===== src/rtl/freq_meter_pkg.sv =====
// freq_meter_pkg: shared constants and helpers for the frequency meter.
//   calc_div   - gate window length in system clock cycles
//   gcnt_width - width of the gate counter for a given window length
//   sat_max    - saturation value of a CNT_W-bit edge count
package freq_meter_pkg;

    // Gate window length in clk cycles.
    function automatic int unsigned calc_div(int unsigned clk_hz, int unsigned gate_hz);
        return clk_hz / gate_hz;
    endfunction

    // Gate counter width; never narrower than one bit.
    function automatic int unsigned gcnt_width(int unsigned div);
        return (div > 1) ? $clog2(div) : 1;
    endfunction

    // Largest value a cnt_w-bit count can hold (2^cnt_w - 1).
    function automatic longint unsigned sat_max(int unsigned cnt_w);
        return (64'd1 << cnt_w) - 64'd1;
    endfunction

endpackage


===== src/rtl/edge_sync.sv =====
// edge_sync: two-flop synchronizer followed by a rising-edge detector.
// Reusable for any asynchronous single-bit input (pulse trains, buttons).
//   clk    - system clock
//   rst    - synchronous active-high reset, clears all flops
//   d      - asynchronous input
//   q_sync - synchronized level of d
//   rise   - one-cycle pulse on a synchronized 0->1 transition
module edge_sync (
    input  logic clk,
    input  logic rst,
    input  logic d,
    output logic q_sync,
    output logic rise
);

    logic s1_q;
    logic s2_q;
    logic s3_q;

    always_ff @(posedge clk) begin
        if (rst) begin
            s1_q <= 1'b0;
            s2_q <= 1'b0;
            s3_q <= 1'b0;
        end else begin
            s1_q <= d;
            s2_q <= s1_q;
            s3_q <= s2_q;
        end
    end

    assign q_sync = s2_q;
    assign rise   = s2_q & ~s3_q;

endmodule


===== src/rtl/freq_meter.sv =====
// freq_meter: counts rising edges of an asynchronous signal over fixed gate
// windows of DIV = CLK_HZ / GATE_HZ clk cycles and publishes each result.
//   clk      - system clock, the only clock domain
//   rst      - synchronous active-high reset
//   en       - measurement enable; low clears the window in progress
//   sig_in   - measured signal, asynchronous to clk
//   count    - saturating edge count of the last completed window
//   valid    - one-cycle strobe when count/overflow update
//   overflow - the last completed window saturated
module freq_meter
    import freq_meter_pkg::*;
#(
    parameter int unsigned CLK_HZ  = 12_000_000,
    parameter int unsigned GATE_HZ = 1,
    parameter int unsigned CNT_W   = 24
) (
    input  logic             clk,
    input  logic             rst,
    input  logic             en,
    input  logic             sig_in,
    output logic [CNT_W-1:0] count,
    output logic             valid,
    output logic             overflow
);

    localparam int unsigned      Div      = calc_div(CLK_HZ, GATE_HZ);
    localparam int unsigned      GcntW    = gcnt_width(Div);
    localparam logic [GcntW-1:0] GateLast = GcntW'(Div - 1);
    localparam logic [CNT_W-1:0] SatMax   = CNT_W'(sat_max(CNT_W));

    logic             rise;
    logic             unused_sig_sync;

    logic [GcntW-1:0] gcnt_q, gcnt_d;
    logic [CNT_W-1:0] acc_q, acc_d;
    logic             ovf_acc_q, ovf_acc_d;
    logic [CNT_W-1:0] count_q, count_d;
    logic             overflow_q, overflow_d;
    logic             valid_q, valid_d;

    logic             gate_end;
    logic [CNT_W:0]   sum;
    logic             sum_sat;
    logic [CNT_W-1:0] acc_sat;

    edge_sync u_edge_sync (
        .clk    (clk),
        .rst    (rst),
        .d      (sig_in),
        .q_sync (unused_sig_sync),
        .rise   (rise)
    );

    assign gate_end = en & (gcnt_q == GateLast);

    // Carry out of the widened add means acc was already at SatMax.
    assign sum     = {1'b0, acc_q} + (CNT_W + 1)'(rise);
    assign sum_sat = sum[CNT_W];
    assign acc_sat = sum_sat ? SatMax : sum[CNT_W-1:0];

    always_comb begin
        gcnt_d     = gcnt_q;
        acc_d      = acc_q;
        ovf_acc_d  = ovf_acc_q;
        count_d    = count_q;
        overflow_d = overflow_q;
        valid_d    = 1'b0;

        if (!en) begin
            gcnt_d    = '0;
            acc_d     = '0;
            ovf_acc_d = 1'b0;
        end else if (gate_end) begin
            // The rise of the final cycle still belongs to the ending window.
            gcnt_d     = '0;
            acc_d      = '0;
            ovf_acc_d  = 1'b0;
            count_d    = acc_sat;
            overflow_d = ovf_acc_q | sum_sat;
            valid_d    = 1'b1;
        end else begin
            gcnt_d    = gcnt_q + GcntW'(1);
            acc_d     = acc_sat;
            ovf_acc_d = ovf_acc_q | sum_sat;
        end
    end

    always_ff @(posedge clk) begin
        if (rst) begin
            gcnt_q     <= '0;
            acc_q      <= '0;
            ovf_acc_q  <= 1'b0;
            count_q    <= '0;
            overflow_q <= 1'b0;
            valid_q    <= 1'b0;
        end else begin
            gcnt_q     <= gcnt_d;
            acc_q      <= acc_d;
            ovf_acc_q  <= ovf_acc_d;
            count_q    <= count_d;
            overflow_q <= overflow_d;
            valid_q    <= valid_d;
        end
    end

    assign count    = count_q;
    assign valid    = valid_q;
    assign overflow = overflow_q;

endmodule

===== config.mk =====
export PLATFORM = sky130hd
export DESIGN_NAME = freq_meter
export DESIGN_NICKNAME = d
export VERILOG_FILES = /design/src/rtl/freq_meter_pkg.sv /design/src/rtl/edge_sync.sv /design/src/rtl/freq_meter.sv
export SDC_FILE = /design/constraint.sdc
export NUM_CORES = 1
export LEC_CHECK = 0
export ABC_AREA = 1
export BUFFER_PORTS_ARGS = -buffer_cell sky130_fd_sc_hd__buf_4
export CELL_PAD_IN_SITES_DETAIL_PLACEMENT = 0
export CELL_PAD_IN_SITES_GLOBAL_PLACEMENT = 1
export CORE_ASPECT_RATIO = 1.2
export CORE_UTILIZATION = 45
export DETAILED_ROUTE_END_ITERATION = 8
export PLACE_DENSITY = 0.94
export SLEW_MARGIN = 25
export SYNTH_ARGS = -nofsm -noshare
export SYNTH_HDL_FRONTEND = slang
export SYNTH_HIERARCHICAL = 1
export SYNTH_SLANG_ARGS = --single-unit

===== constraint.sdc =====
create_clock -name clk -period 2.7 [get_ports clk]
set_input_delay 0.135 -clock clk [delete_from_list [all_inputs] [get_ports clk]]
set_output_delay 0.135 -clock clk [all_outputs]
set_load 0.1 [all_outputs]

Word-level counts from Yosys, hierarchy flattened
Cells that the tools add are included.
{ "totals": {"regBits": 78, "inputBits": 4, "output_inout_bits": 26, "word_cells": 22} }
{ "op_classes": {"add_sub_neg": 2, "n_eq_ne": 1, "muxes": 2, "bitwise": 5, "reduce_logical": 3} }
{ "ops": {"columns": ["operator", "count"], "rows": [
  ["adder 24 x 1 -> 25 bit", 1],
  ["adder 24 x 1 -> 24 bit, second input constant", 1],
  ["equality test 24 bit, second input constant", 1],
  ["two-way mux 24 bit", 1],
  ["OR reduction 3 bit", 1],
  ["bitwise AND 1 bit", 2],
  ["NOT 1 bit", 2],
  ["AND reduction 2 bit", 1],
  ["OR reduction 2 bit", 1],
  ["two-way mux 1 bit", 1],
  ["bitwise OR 1 bit", 1]
]} }

Longest topological paths before layout
Gate-level depths: netlist of the first run.
{ "logic_depth": {"word_depth": 4, "ltp_mapped": 13, "ltp_nobuf": 13} }

Hierarchy
Netlist of the first run, hierarchy kept.
{ "modules_own_cells": {"columns": ["mod", "instances", "cells_per_inst", "area_each_um2", "seq_area_each_um2"], "rows": [
  ["freq_meter", 1, 532, 3599.7, 1501.4],
  ["edge_sync", 1, 10, 86.3, 60.1]
]} }

Least setup slack after synthesis of the first run
Ideal clock, no wire load.
{ "synth_path": {"path_type": "register -> register", "startpoint": "reg u_edge_sync.s2_q, in the netlist u_edge_sync/q_sync", "endpoint": "reg count_q[11], in the netlist count[11]", "setup_time_ps": 119, "t_arrival_ps": 1629, "required_time_ps": 2581, "slack_ps": 951, "path_stages_with_launch": 14, "path_buffers": 1, "period_less_slack_ps": 1749, "cell_sequence": "dfxtp_1 -> inv_1 -> nor2_1 -> ha_1 -> ha_1 -> nand2_1 -> nor2_4 -> nand2_1 -> inv_1 -> nand3_1 -> buf_2 -> nand2_1 -> nor2_1 -> nor2_1"} }
{ "synth_via": {"elab_chain_cells": 3} }
{ "synth_rtl": {"columns": ["element", "line_no", "text"], "rows": [
  ["start: declaration", "edge_sync.sv:17", "logic s2_q;"],
  ["start signal: assignment", "edge_sync.sv:27", "s2_q <= s1_q;"],
  ["bitwise AND 1 bit", "edge_sync.sv:33", "assign rise = s2_q & ~s3_q;"],
  ["via rise", "freq_meter.sv:31", "logic rise;"],
  ["adder 24 x 1 -> 25 bit", "freq_meter.sv:57", "assign sum = {1'b0, acc_q} + (CNT_W + 1)'(rise);"],
  ["two-way mux 24 bit", "freq_meter.sv:59", "assign acc_sat = sum_sat ? SatMax : sum[CNT_W-1:0];"],
  ["end signal: assignment", "freq_meter.sv:100", "count_q <= count_d;"],
  ["end: declaration", "freq_meter.sv:37", "logic [CNT_W-1:0] count_q, count_d;"]
]} }
The timed path passes the listed nets, and every way through them passes these cells.
A chain may end at the register's enable or synchronous reset.

Final worst setup path of the first run
{ "layout_path": {"startpoint": "reg u_edge_sync.s2_q, in the netlist u_edge_sync/q_sync", "endpoint": "reg count_q[14], in the netlist count[14]"} }
The elaborated chain is that of the path after synthesis.

==> impl_metrics.json, run 1 <==
{
  "r2r_start": "u_edge_sync/q_sync",
  "synth_cell_type_count": 29,
  "finalCritPeriodShare": 0.8002,
  "cts_buffer_depth": 2,
  "min_from": "en",
  "post_cts_buffers": 0,
  "timing.hold.ws_ns": 0.05397,
  "fill_cells": 792,
  "chipHeight_um": 101.1,
  "combPwrFrac": 0.017,
  "leakage_uw": 0.001784,
  "netlist.area_leader.share": 0.4236,
  "syn_inst": 542,
  "final_nets": 586,
  "vias_per_cell": 4.999,
  "ant_nets": 0,
  "cp_slowest_stage_delay_ns": 0.40,
  "cp-start-kind": "flip-flop",
  "crit_fanout": 14,
  "dieArea_mm2": 0.008559,
  "intPower_uw": 1713,
  "p_seq_frac": 0.533,
  "insertion_delay_ns": 0.35,
  "dieWidth_um": 84.62,
  "drv_cap": 0,
  "yosysWarnings": 6,
  "drive_gt1_frac": 0.1079,
  "io_buffers": 29,
  "hp-class": "in2reg",
  "synth_fp_nets": 549,
  "grt_start_max_net_pins": 26,
  "clk_pin_slew_ns": 0.09,
  "p_per_area_mw_per_mm2": 512.5,
  "netlist_area_mm2": 0.003686,
  "detail_route.wl_per_cell_um": 13.21,
  "arrival_ns": 2.44,
  "first_iter_violations": 138,
  "swShare": 0.2093,
  "ys_ff_latch": 78,
  "end_kind": "flip-flop",
  "cts_buffers": 9,
  "vias": 3379,
  "crit_required_ns": 2.98,
  "cp_num_buf_inv": 2,
  "finClkSkew_ns": 0.01490,
  "cp-startpoint": "u_edge_sync/q_sync",
  "seq_area_frac_synth": 0.4236,
  "r2r_slack_ns": 0.54,
  "path_delay_family": "simple AND/OR/NAND/NOR gates",
  "status": "finished, final reports clean",
  "rows": 35,
  "setup_viol": 0,
  "grt-ovfl-total": 0,
  "drt_first_pass_iters": 5,
  "post_synth_and_or_nand_nor_area_fraction": 0.3608,
  "antenna_cells": 0,
  "cts_tree": "built",
  "max_freq_mhz": 462.8,
  "muxShareOfSynthArea": 0,
  "synthXorXnorAreaFrac": 0.03802,
  "grt_pass1_wl_um": 14690,
  "crit_top_cell": "nor2_1",
  "slowest_stage": "nand3_1",
  "core_mm2": 0.007795,
  "clockPowerShare": 0.450,
  "max_slew_margin": 0.6418,
  "ys_async_sr_fraction": 0,
  "antenna_found_initial": 0,
  "synth_area_leader_cell": "dfxtp_1",
  "synth_edf_count": 0,
  "routabilityCongestion": 0.9368,
  "synth_top_family_by_area": "simple AND/OR/NAND/NOR gates",
  "power.switching_uw": 453.5,
  "num_io_pins": 30,
  "clockRootBuffer": "clkbuf_8",
  "finalSetupTns_ns": 0,
  "hold_viol": 0,
  "synth_fa_ha_area_frac": 0.01018,
  "post-dp-hpwl_um": 6806,
  "peakVddDrop_mv": 0.3295,
  "drcViolationCount": 0,
  "synth.avg_cell_area_um2": 6.801,
  "worst_pin_slew_ns": 0.5358,
  "rsz0062_at_grt": "no",
  "criticalPathCategory": "reg2reg",
  "synth-compound-area-share": 0.07400,
  "grt_pass1_vias": 3226,
  "cp_cell_sequence": "inv_1 -> nor2_1 -> ha_1 -> ha_1 -> nand2_1 -> nor2_4 -> nand2_1 -> inv_1 -> nand3_1 -> nand3_1 -> nor2_1 -> nor2_1",
  "synth.most_common_cell": "nand2_1",
  "ys_top_cells_by_area": "dfxtp_1, nand2_1, nor2_1, inv_1, nand3_1",
  "grt_usage": 0.2213,
  "ys.flop_type": "dfxtp_1",
  "synthTopCellsByCount": "nand2_1, nor2_1, dfxtp_1",
  "min_period_ns": 2.161,
  "final_max_slew_viol_count": 0,
  "clkSinkCount": 78,
  "htreeDepth": 3,
  "drt-total-wl_um": 8931,
  "syn2layout_area_growth_pct": 14.70,
  "initial_core_util": 0.4729
}
## final timing paths
check                                     endpoint  cells after the start
worst max-delay path                     count[14]                     12
worst min register to register  u_edge_sync/q_sync                      2
worst max register to register           count[14]                     12
worst min-delay path                         valid                      3
## kinds of logic after synthesis
family                   after synthesis
adder cells (fa/ha/maj)                3
AND/OR/NAND/NOR                      310
buffers and inverters                 82
XOR/XNOR                              16
flip-flops                            78
AO/OA/AOI/OAI                         53
## state kept, by name, indices dropped and copies added, names as in the netlist
name	cells
ovf_acc_q	1
u_edge_sync/s1_q	1
overflow	1
u_edge_sync/s3_q	1
count	24
acc_q	24
gcnt_q	24
valid	1
u_edge_sync/q_sync	1
## tightest hold or removal path: stages
cell	delay, ns
buf_4	0.12
nand2_1	0.07
nor2_1	0.04
## per-layer routing
metal	track usage	wire [um]
met1	0.2324	3688
met2	0.4240	4697
met3	0.03097	231
met4	0.1252	313
met5	0	0
## through the flow
step | instance area, um2 | worst slack, ns | cells | util | total power, uW
6_report | 4228 | 0.5394 | 676 | 0.5424 | 2167
5_1_grt | 4228 | 0.3702 | 676 | 0.5424 | 2237
4_1_cts | 4228 | 0.5539 | 676 | 0.5424 | 2187
3_5_place_dp | 3985 | 0.6029 | 658 | 0.5112 | 1217
3_3_place_gp | 3985 | 0.6324 | 658 | 0.5112 | 1216
2_1_floorplan | 3686 | 0.9514 | 542 | - | 1205
## what timing repair did
item,in CTS,in global routing
hold buffers,2,0
resized for setup,0,0
hold endpoints to repair,3,0
## cell usage in the layout, fill, tap and decap left out, types with 5 or more instances in the layout
cell type / n
nand2_1: 131
nor2_1: 111
dfxtp_1: 78
inv_1: 69
buf_4: 34
nand3_1: 32
a21oi_1: 28
o21ai_0: 13
nor3_1: 10
clkbuf_8: 10
xor2_1: 9
o21ai_1: 8
nand4_1: 7
xnor2_1: 7
nor2_4: 5
nand3b_1: 5
## cell type report
| class | count | area [um2] | share of cell area |
|---|---|---|---|
| Clock buffer | 11 | 141.4 | 0.03344 |
| Clock inverter | 5 | 81.33 | 0.01924 |
| Tap cell | 92 | 115.1 | 0.02723 |
| Multi-Input combinational cell | 382 | 1780 | 0.4211 |
| Timing Repair Buffer | 36 | 275.3 | 0.06511 |
| Sequential cell | 78 | 1562 | 0.3693 |
| Inverter | 72 | 272.8 | 0.06452 |
## power groups by stage
stage,Sequential [uW],Combinational [uW],Clock [uW]
6_report,1150,37.1,975
5_1_grt,1160,41.7,1040
4_1_cts,1150,37.8,994
3_5_place_dp,1180,35.5,0
3_3_place_gp,1180,34.4,0
2_1_floorplan,1180,23.1,0
No activity file was read; power rests on OpenSTA's default activity.
==> run 2: changes to the inputs <==
--- a/config.mk
+++ b/config.mk
@@ -10,9 +10,9 @@
 export CELL_PAD_IN_SITES_DETAIL_PLACEMENT = 0
 export CELL_PAD_IN_SITES_GLOBAL_PLACEMENT = 1
 export CORE_ASPECT_RATIO = 1.2
-export CORE_UTILIZATION = 45
+export CORE_UTILIZATION = 38
 export DETAILED_ROUTE_END_ITERATION = 8
-export PLACE_DENSITY = 0.94
+export PLACE_DENSITY = 0.85
 export SLEW_MARGIN = 25
 export SYNTH_ARGS = -nofsm -noshare
 export SYNTH_HDL_FRONTEND = slang
==> constraint.sdc (replaced) <==
create_clock -name clk -period 1.8 [get_ports clk]
set_input_delay 0.09 -clock clk [delete_from_list [all_inputs] [get_ports clk]]
set_output_delay 0.09 -clock clk [all_outputs]
set_load 0.1 [all_outputs]
==> run 2 against run 1 <==
The flow now finishes with violations (negative setup slack). Non-clock buffer count increased by 35. Via count up 7.2%. Combinational power grew 120%. Core utilization decreased by 1.4 points. Global-route usage shrank 2.1 points. Largest power group is now the clock network.
==> impl_metrics.json, run 2 (same netlist as run 1, synthesis figures left out) <==
{
  "status": "finished, violations left",
  "violations": "negative setup slack",
  "vias": 3623,
  "leakage_uw": 0.002123,
  "max_freq_mhz": 514.1,
  "crit_required_ns": 2.03,
  "finalCritPeriodShare": 1.081,
  "final_common_cell": "nand2_1",
  "cp_slowest_stage_delay_ns": 0.32,
  "max_slew_margin": 0.6954,
  "grt-ovfl-total": 0,
  "finClkSkew_ns": 0.007026,
  "criticalPathCategory": "reg2reg",
  "cts_tree": "built",
  "setup_viol": 45,
  "num_io_pins": 30,
  "crit_top_cell": "nand2_4",
  "path_delay_family": "simple AND/OR/NAND/NOR gates",
  "crit_fanout": 5,
  "chipHeight_um": 109.9,
  "hp-class": "in2reg",
  "min_period_ns": 1.945,
  "dieWidth_um": 91.91,
  "hold_viol": 0,
  "routabilityCongestion": 0.8867,
  "htreeDepth": 3,
  "detail_route.wl_per_cell_um": 13.57,
  "fin_area_mm2": 0.005006,
  "drt-total-wl_um": 10080,
  "dieArea_mm2": 0.01010,
  "dpl_cell_area_mm2": 0.004199,
  "insertion_delay_ns": 0.33,
  "cp_cell_sequence": "inv_2 -> nor2_2 -> ha_2 -> ha_4 -> nand2_4 -> nor2_4 -> nand2_4 -> nor2_4 -> buf_4 -> nand2_2 -> nand2_4 -> nand2_4 -> nor2_4 -> nor2_1",
  "clk_pin_slew_ns": 0.06,
  "peakVddDrop_mv": 0.4546,
  "syn2layout_area_growth_pct": 35.81,
  "cp-startpoint": "u_edge_sync/q_sync",
  "io_buffers": 29,
  "end_kind": "flip-flop",
  "clkSinkCount": 78,
  "initial_core_util": 0.3894,
  "final_max_slew_viol_count": 0,
  "drcViolationCount": 0,
  "grt_start_max_net_pins": 25,
  "antenna_found_initial": 0,
  "core_mm2": 0.009467,
  "drt_first_pass_iters": 4,
  "rows": 39,
  "drive_gt1_frac": 0.2645,
  "grt_usage": 0.2001,
  "worst_pin_slew_ns": 0.4534,
  "ff2ff_path_depth": 14,
  "grt_pass1_wl_um": 15630,
  "final_nets": 623,
  "post-dp-hpwl_um": 6876,
  "antenna_cells": 0,
  "cp_num_buf_inv": 2,
  "final_cell_mix": "nand2_1, nor2_1, dfxtp_1",
  "cts_buffer_depth": 2,
  "r2r_slack_ns": -0.15,
  "cp.depth": 14,
  "drv_cap": 0,
  "vias_per_cell": 4.876,
  "endpoint": "count[12]",
  "rsz0062_at_grt": "yes",
  "slowest_stage": "dfxtp_2",
  "finalSetupTns_ns": -4.113,
  "arrival_ns": 2.17,
  "ant_nets": 0,
  "reg2reg_to": "count[12]",
  "r2r_start": "u_edge_sync/q_sync",
  "p_per_area_mw_per_mm2": 719.2,
  "first_iter_violations": 109,
  "cp-start-kind": "flip-flop",
  "cts_buffers": 9,
  "grt_pass1_vias": 3404,
  "setup_ws_ns": -0.1452,
  "clockRootBuffer": "clkbuf_16"
}
==> run 2: cell types whose count changed in the layout (fill, tap and decap cells not counted), moves of 8 or more <==
cell / delta
a21oi_1: -11
nand2_1: -14
clkbuf_8: -10
a21oi_2: +11
nor2_1: -16
nand2_2: +8
buf_4: +28
nor2_4: +8
nand3_1: -10
nor2_2: +8
clkbuf_16: +9
==> run 2: report_power, final <==
group	internal [uW]	switching (uW)	leakage [uW]	total, uW
clock network	1060	721	0.000137	1780
logic	35.3	46.3	0.00136	81.7
registers	1730	2.73	0.000629	1730
total	2830	770	0.00212	3600
==> run 2: layout make-up <==
type / instances / area [um2]
Inverter: 72 / 281.5
Fill cell: 944 / 4461
Clock inverter: 6 / 63.81
Timing Repair inverter: 1 / 8.758
Timing Repair Buffer: 71 / 581.8
Tap cell: 123 / 153.9
Multi-Input combinational cell: 383 / 2128
Clock buffer: 9 / 225.2
Sequential cell: 78 / 1563
==> run 2: through the flow <==
stage | worst slack [ns] | util | cells | power [uW] | hold WS [ns]
after global placement | -0.08464 | 0.4436 | 709 | 1832 | 0.2936
after detailed placement | -0.1544 | 0.4436 | 709 | 1833 | 0.2934
after floorplan | 0.05141 | - | 542 | 1807 | 0.1612
final | -0.1452 | 0.5288 | 743 | 3600 | 0.02708
after global routing | -0.2304 | 0.5288 | 743 | 3716 | 0.02137
after CTS | -0.06096 | 0.4942 | 737 | 3636 | 0.02122
==> run 2: layer usage <==
metal / wire (um) / vias up / part of all wire / track usage
met4: 305 / 0 / 0.030 / 0.09821
met2: 5514 / 53 / 0.55 / 0.3705
met1: 4005 / 1700 / 0.40 / 0.2176
met3: 258 / 28 / 0.026 / 0.04011
li1: - / 1842 / - / -
met5: 0 / - / 0 / 0
==> run 2: worst register-to-register path, stage by stage (launching register included) <==
cell,delay (ns)
dfxtp_2,0.32
inv_2,0.04
nor2_2,0.12
ha_2,0.23
ha_4,0.16
nand2_4,0.05
nor2_4,0.16
nand2_4,0.09
nor2_4,0.18
buf_4,0.15
nand2_2,0.06
nand2_4,0.09
nand2_4,0.06
nor2_4,0.10
nor2_1,0.04
==> run 2: timing repair <==
action | in CTS | in global routing
endpoints found under the setup margin | 43 | 51
hold endpoints to repair | 3 | 0
hold buffers | 2 | 0
setup buffers | 11 | 4
pin swaps | 4 | 29
gates resized for setup | 23 | 74
cloned | 0 | 3
==> run 2: worst min-delay path by stage <==
stage          cells after the start  slack (ns)  from               end
2_1_floorplan                      1        0.16   rst  u_edge_sync/s1_q
3_3_place_gp                       2        0.29   rst  u_edge_sync/s3_q
3_5_place_dp                       2        0.29   rst  u_edge_sync/s3_q
4_1_cts                            3        0.02    en             valid
5_1_grt                            3        0.02    en             valid
6_report                           3        0.03    en             valid
==> run 3: changes to the inputs <==
--- a/config.mk
+++ b/config.mk
@@ -5,12 +5,11 @@
 export SDC_FILE = /design/constraint.sdc
 export NUM_CORES = 1
 export LEC_CHECK = 0
-export ABC_AREA = 1
 export BUFFER_PORTS_ARGS = -buffer_cell sky130_fd_sc_hd__buf_4
 export CELL_PAD_IN_SITES_DETAIL_PLACEMENT = 0
 export CELL_PAD_IN_SITES_GLOBAL_PLACEMENT = 1
 export CORE_ASPECT_RATIO = 1.2
-export CORE_UTILIZATION = 38
+export CORE_UTILIZATION = 40
 export DETAILED_ROUTE_END_ITERATION = 8
 export PLACE_DENSITY = 0.85
 export SLEW_MARGIN = 25
==> run 3 against run 2 <==
The flow still finishes with violations (negative setup slack). Routed wire length is 9.3% lower. Clock power down 33%. Area after synthesis down 8.1%. Count of clock-buffer cells in the layout rose by 3. Final cell count down 20%. Sequential power about the same. Maximum frequency decreased by 7.7%. Sequential cell count unchanged. Highest routed layer unchanged.
==> impl_metrics.json, run 3 <==
{
  "finalCritPeriodShare": 1.171,
  "combPwrFrac": 0.039,
  "slowest_stage": "or4_4",
  "synth_cell_type_count": 49,
  "fill_cells": 701,
  "num_io_pins": 30,
  "vias": 3124,
  "finClkSkew_ns": 0.006482,
  "rows": 36,
  "vias_per_cell": 5.277,
  "routabilityCongestion": 0.8876,
  "core_mm2": 0.008153,
  "drt_first_pass_iters": 4,
  "end_kind": "flip-flop",
  "finalSetupTns_ns": -9.937,
  "drive_gt1_frac": 0.4184,
  "ys_ff_latch": 78,
  "violations": "negative setup slack",
  "drt-total-wl_um": 9142,
  "grt_pass1_vias": 3078,
  "ys_async_sr_fraction": 0,
  "syn_inst": 381,
  "peakVddDrop_mv": 0.4181,
  "min_from": "en",
  "synth.avg_cell_area_um2": 8.893,
  "multi_input_area_mm2": 0.002106,
  "synth_fp_nets": 388,
  "first_iter_violations": 187,
  "final_nets": 481,
  "reg2reg_to": "count[21]",
  "seq_area_frac_synth": 0.4609,
  "whs_path_depth": 2,
  "total_power_uw": 3038,
  "final_common_cell": "buf_4",
  "rsz0062_at_grt": "yes",
  "clkSinkCount": 78,
  "htreeDepth": 3,
  "holdPathEnd": "valid",
  "path_delay_family": "simple AND/OR/NAND/NOR gates",
  "netlist.area_leader.share": 0.4609,
  "r2r_start": "u_edge_sync/q_sync",
  "status": "finished, violations left",
  "ff2ff_path_depth": 8,
  "clockRootBuffer": "clkbuf_8",
  "p_seq_frac": 0.570,
  "max_freq_mhz": 474.3,
  "cp_num_buf_inv": 1,
  "max_slew_margin": 0.6917,
  "cts_buffers": 9,
  "criticalPathCategory": "reg2reg",
  "ys.flop_type": "dfxtp_1",
  "grt-ovfl-total": 0,
  "setup_ws_ns": -0.3085,
  "initial_core_util": 0.4156,
  "final_max_slew_viol_count": 0,
  "drv_cap": 0,
  "yosysWarnings": 6,
  "arrival_ns": 2.33,
  "ys_top_cells_by_area": "dfxtp_1, nor2_1, xor2_1, a211oi_2, nand4_1",
  "crit_required_ns": 2.02,
  "crit_fanout": 2,
  "dieArea_mm2": 0.008844,
  "grt_pass1_wl_um": 13800,
  "p_per_area_mw_per_mm2": 613.7,
  "post-dp-hpwl_um": 5552,
  "hold_viol": 0,
  "chipHeight_um": 102.8,
  "antenna_cells": 0,
  "insertion_delay_ns": 0.35,
  "grt_usage": 0.2005,
  "synth_area_leader_cell": "dfxtp_1",
  "leakage_uw": 0.001875,
  "synth.most_common_cell": "nor2_1",
  "synth_edf_count": 0,
  "clockPowerShare": 0.391,
  "cp_slowest_stage_delay_ns": 0.46,
  "timing.hold.ws_ns": 0.04605,
  "dieWidth_um": 86.02,
  "intPower_uw": 2350,
  "grt_start_max_net_pins": 32,
  "setup_viol": 71,
  "synthTopCellsByCount": "nor2_1, dfxtp_1, xor2_1",
  "swShare": 0.2264,
  "cp_cell_sequence": "nor2b_4 -> ha_4 -> buf_6 -> nand3_2 -> or4_4 -> o31a_1 -> nor3_4 -> a211oi_2",
  "worst_pin_slew_ns": 0.4583,
  "cts_tree": "built",
  "antenna_found_initial": 0,
  "cts_buffer_depth": 2,
  "detail_route.wl_per_cell_um": 15.44,
  "regArea_mm2": 0.001569,
  "power.switching_uw": 687.7,
  "r2r_slack_ns": -0.31,
  "min_period_ns": 2.109,
  "final_cell_mix": "buf_4, dfxtp_1, nor2_1",
  "ant_nets": 0,
  "cp-start-kind": "flip-flop",
  "syn2layout_area_growth_pct": 46.09,
  "io_buffers": 29,
  "clk_pin_slew_ns": 0.08,
  "netlist_area_mm2": 0.003388,
  "hp-class": "in2reg",
  "drcViolationCount": 0
}
-- run 3: cell types whose count changed in the layout (fill, tap and decap cells not counted), moves of 13 or more --
cell      change
nand2_1     -102
inv_1        -60
nor2_1       -36
buf_4        +17
a211oi_2     +14
a21oi_1      -13
xor2_1       +13
-- run 3: metal layers --
layer  vias to the layer above  GRT usage  wire length, um
li1                       1520          -                -
met1                      1498     0.2121             3626
met2                        85     0.3736             4931
met3                        21    0.03443              387
met4                         0     0.1179              196
met5                         -          0                0
-- run 3: power by group through the flow --
stage                     logic (uW)  registers [uW]  clock network (uW)
after global placement          64.7            1770                   0
after floorplan                 45.0            1770                   0
final                            117            1730                1190
after global routing             124            1730                1290
after CTS                       73.2            1730                1220
after detailed placement        66.4            1770                   0
-- run 3: worst max path at each step --
stage | start | endpoint | slack, ns | cells past startpoint
after floorplan | u_edge_sync/q_sync | count[8] | -0.19 | 10
after global placement | u_edge_sync/q_sync | count[15] | -0.22 | 10
after detailed placement | u_edge_sync/q_sync | count[15] | -0.27 | 10
after CTS | u_edge_sync/q_sync | count[13] | -0.25 | 10
after global routing | u_edge_sync/q_sync | count[13] | -0.40 | 10
final | u_edge_sync/q_sync | count[21] | -0.31 | 8
-- run 3: what timing repair did --
item / 4_1_cts / 5_1_grt
resized for setup: 31 / 59
setup buffers: 2 / 0
setup endpoints to repair: 74 / 64
pin swaps: 14 / 24
hold buffers: 1 / 0
endpoints found under the hold margin: 1 / 0
gates cloned: 1 / 5
-- run 3: kinds of logic after synthesis --
| family | synth area share |
|---|---|
| AO/OA/AOI/OAI | 0.09897 |
| XOR/XNOR | 0.08013 |
| adder cells (fa/ha/maj) | 0.01108 |
| buffers and inverters | 0.03767 |
| flip-flops | 0.4609 |
| multiplexers | 0.005909 |
| AND/OR/NAND/NOR | 0.3054 |
-- run 3: metrics by stage --
step                      setup WS (ns)  std cells    util  area [um2]
final                           -0.3085        592  0.6071        4950
after global routing            -0.3993        592  0.6071        4950
after CTS                       -0.2469        587  0.5629        4589
after detailed placement        -0.2688        568  0.5201        4240
after global placement          -0.2222        568  0.5201        4240
after floorplan                 -0.1852        381       -        3481
-- run 3: worst reg2reg max path, delay by kind of cell, from the launching register on --
kind	cells	cell delay [ns]
and+or+nand+nor	4	0.96
AOI/OAI and AO/OA	2	0.45
DFF	1	0.33
adders and majority gates	1	0.15
buffers and inverters	1	0.10
-- run 3: area by class of cell --
| type | count | area share |
|---|---|---|
| Clock buffer | 12 | 0.03134 |
| Clock inverter | 3 | 0.004044 |
| Inverter | 7 | 0.005308 |
| Multi-Input combinational cell | 279 | 0.4254 |
| Sequential cell | 78 | 0.3170 |
| Tap cell | 114 | 0.02882 |
| Timing Repair Buffer | 99 | 0.1881 |
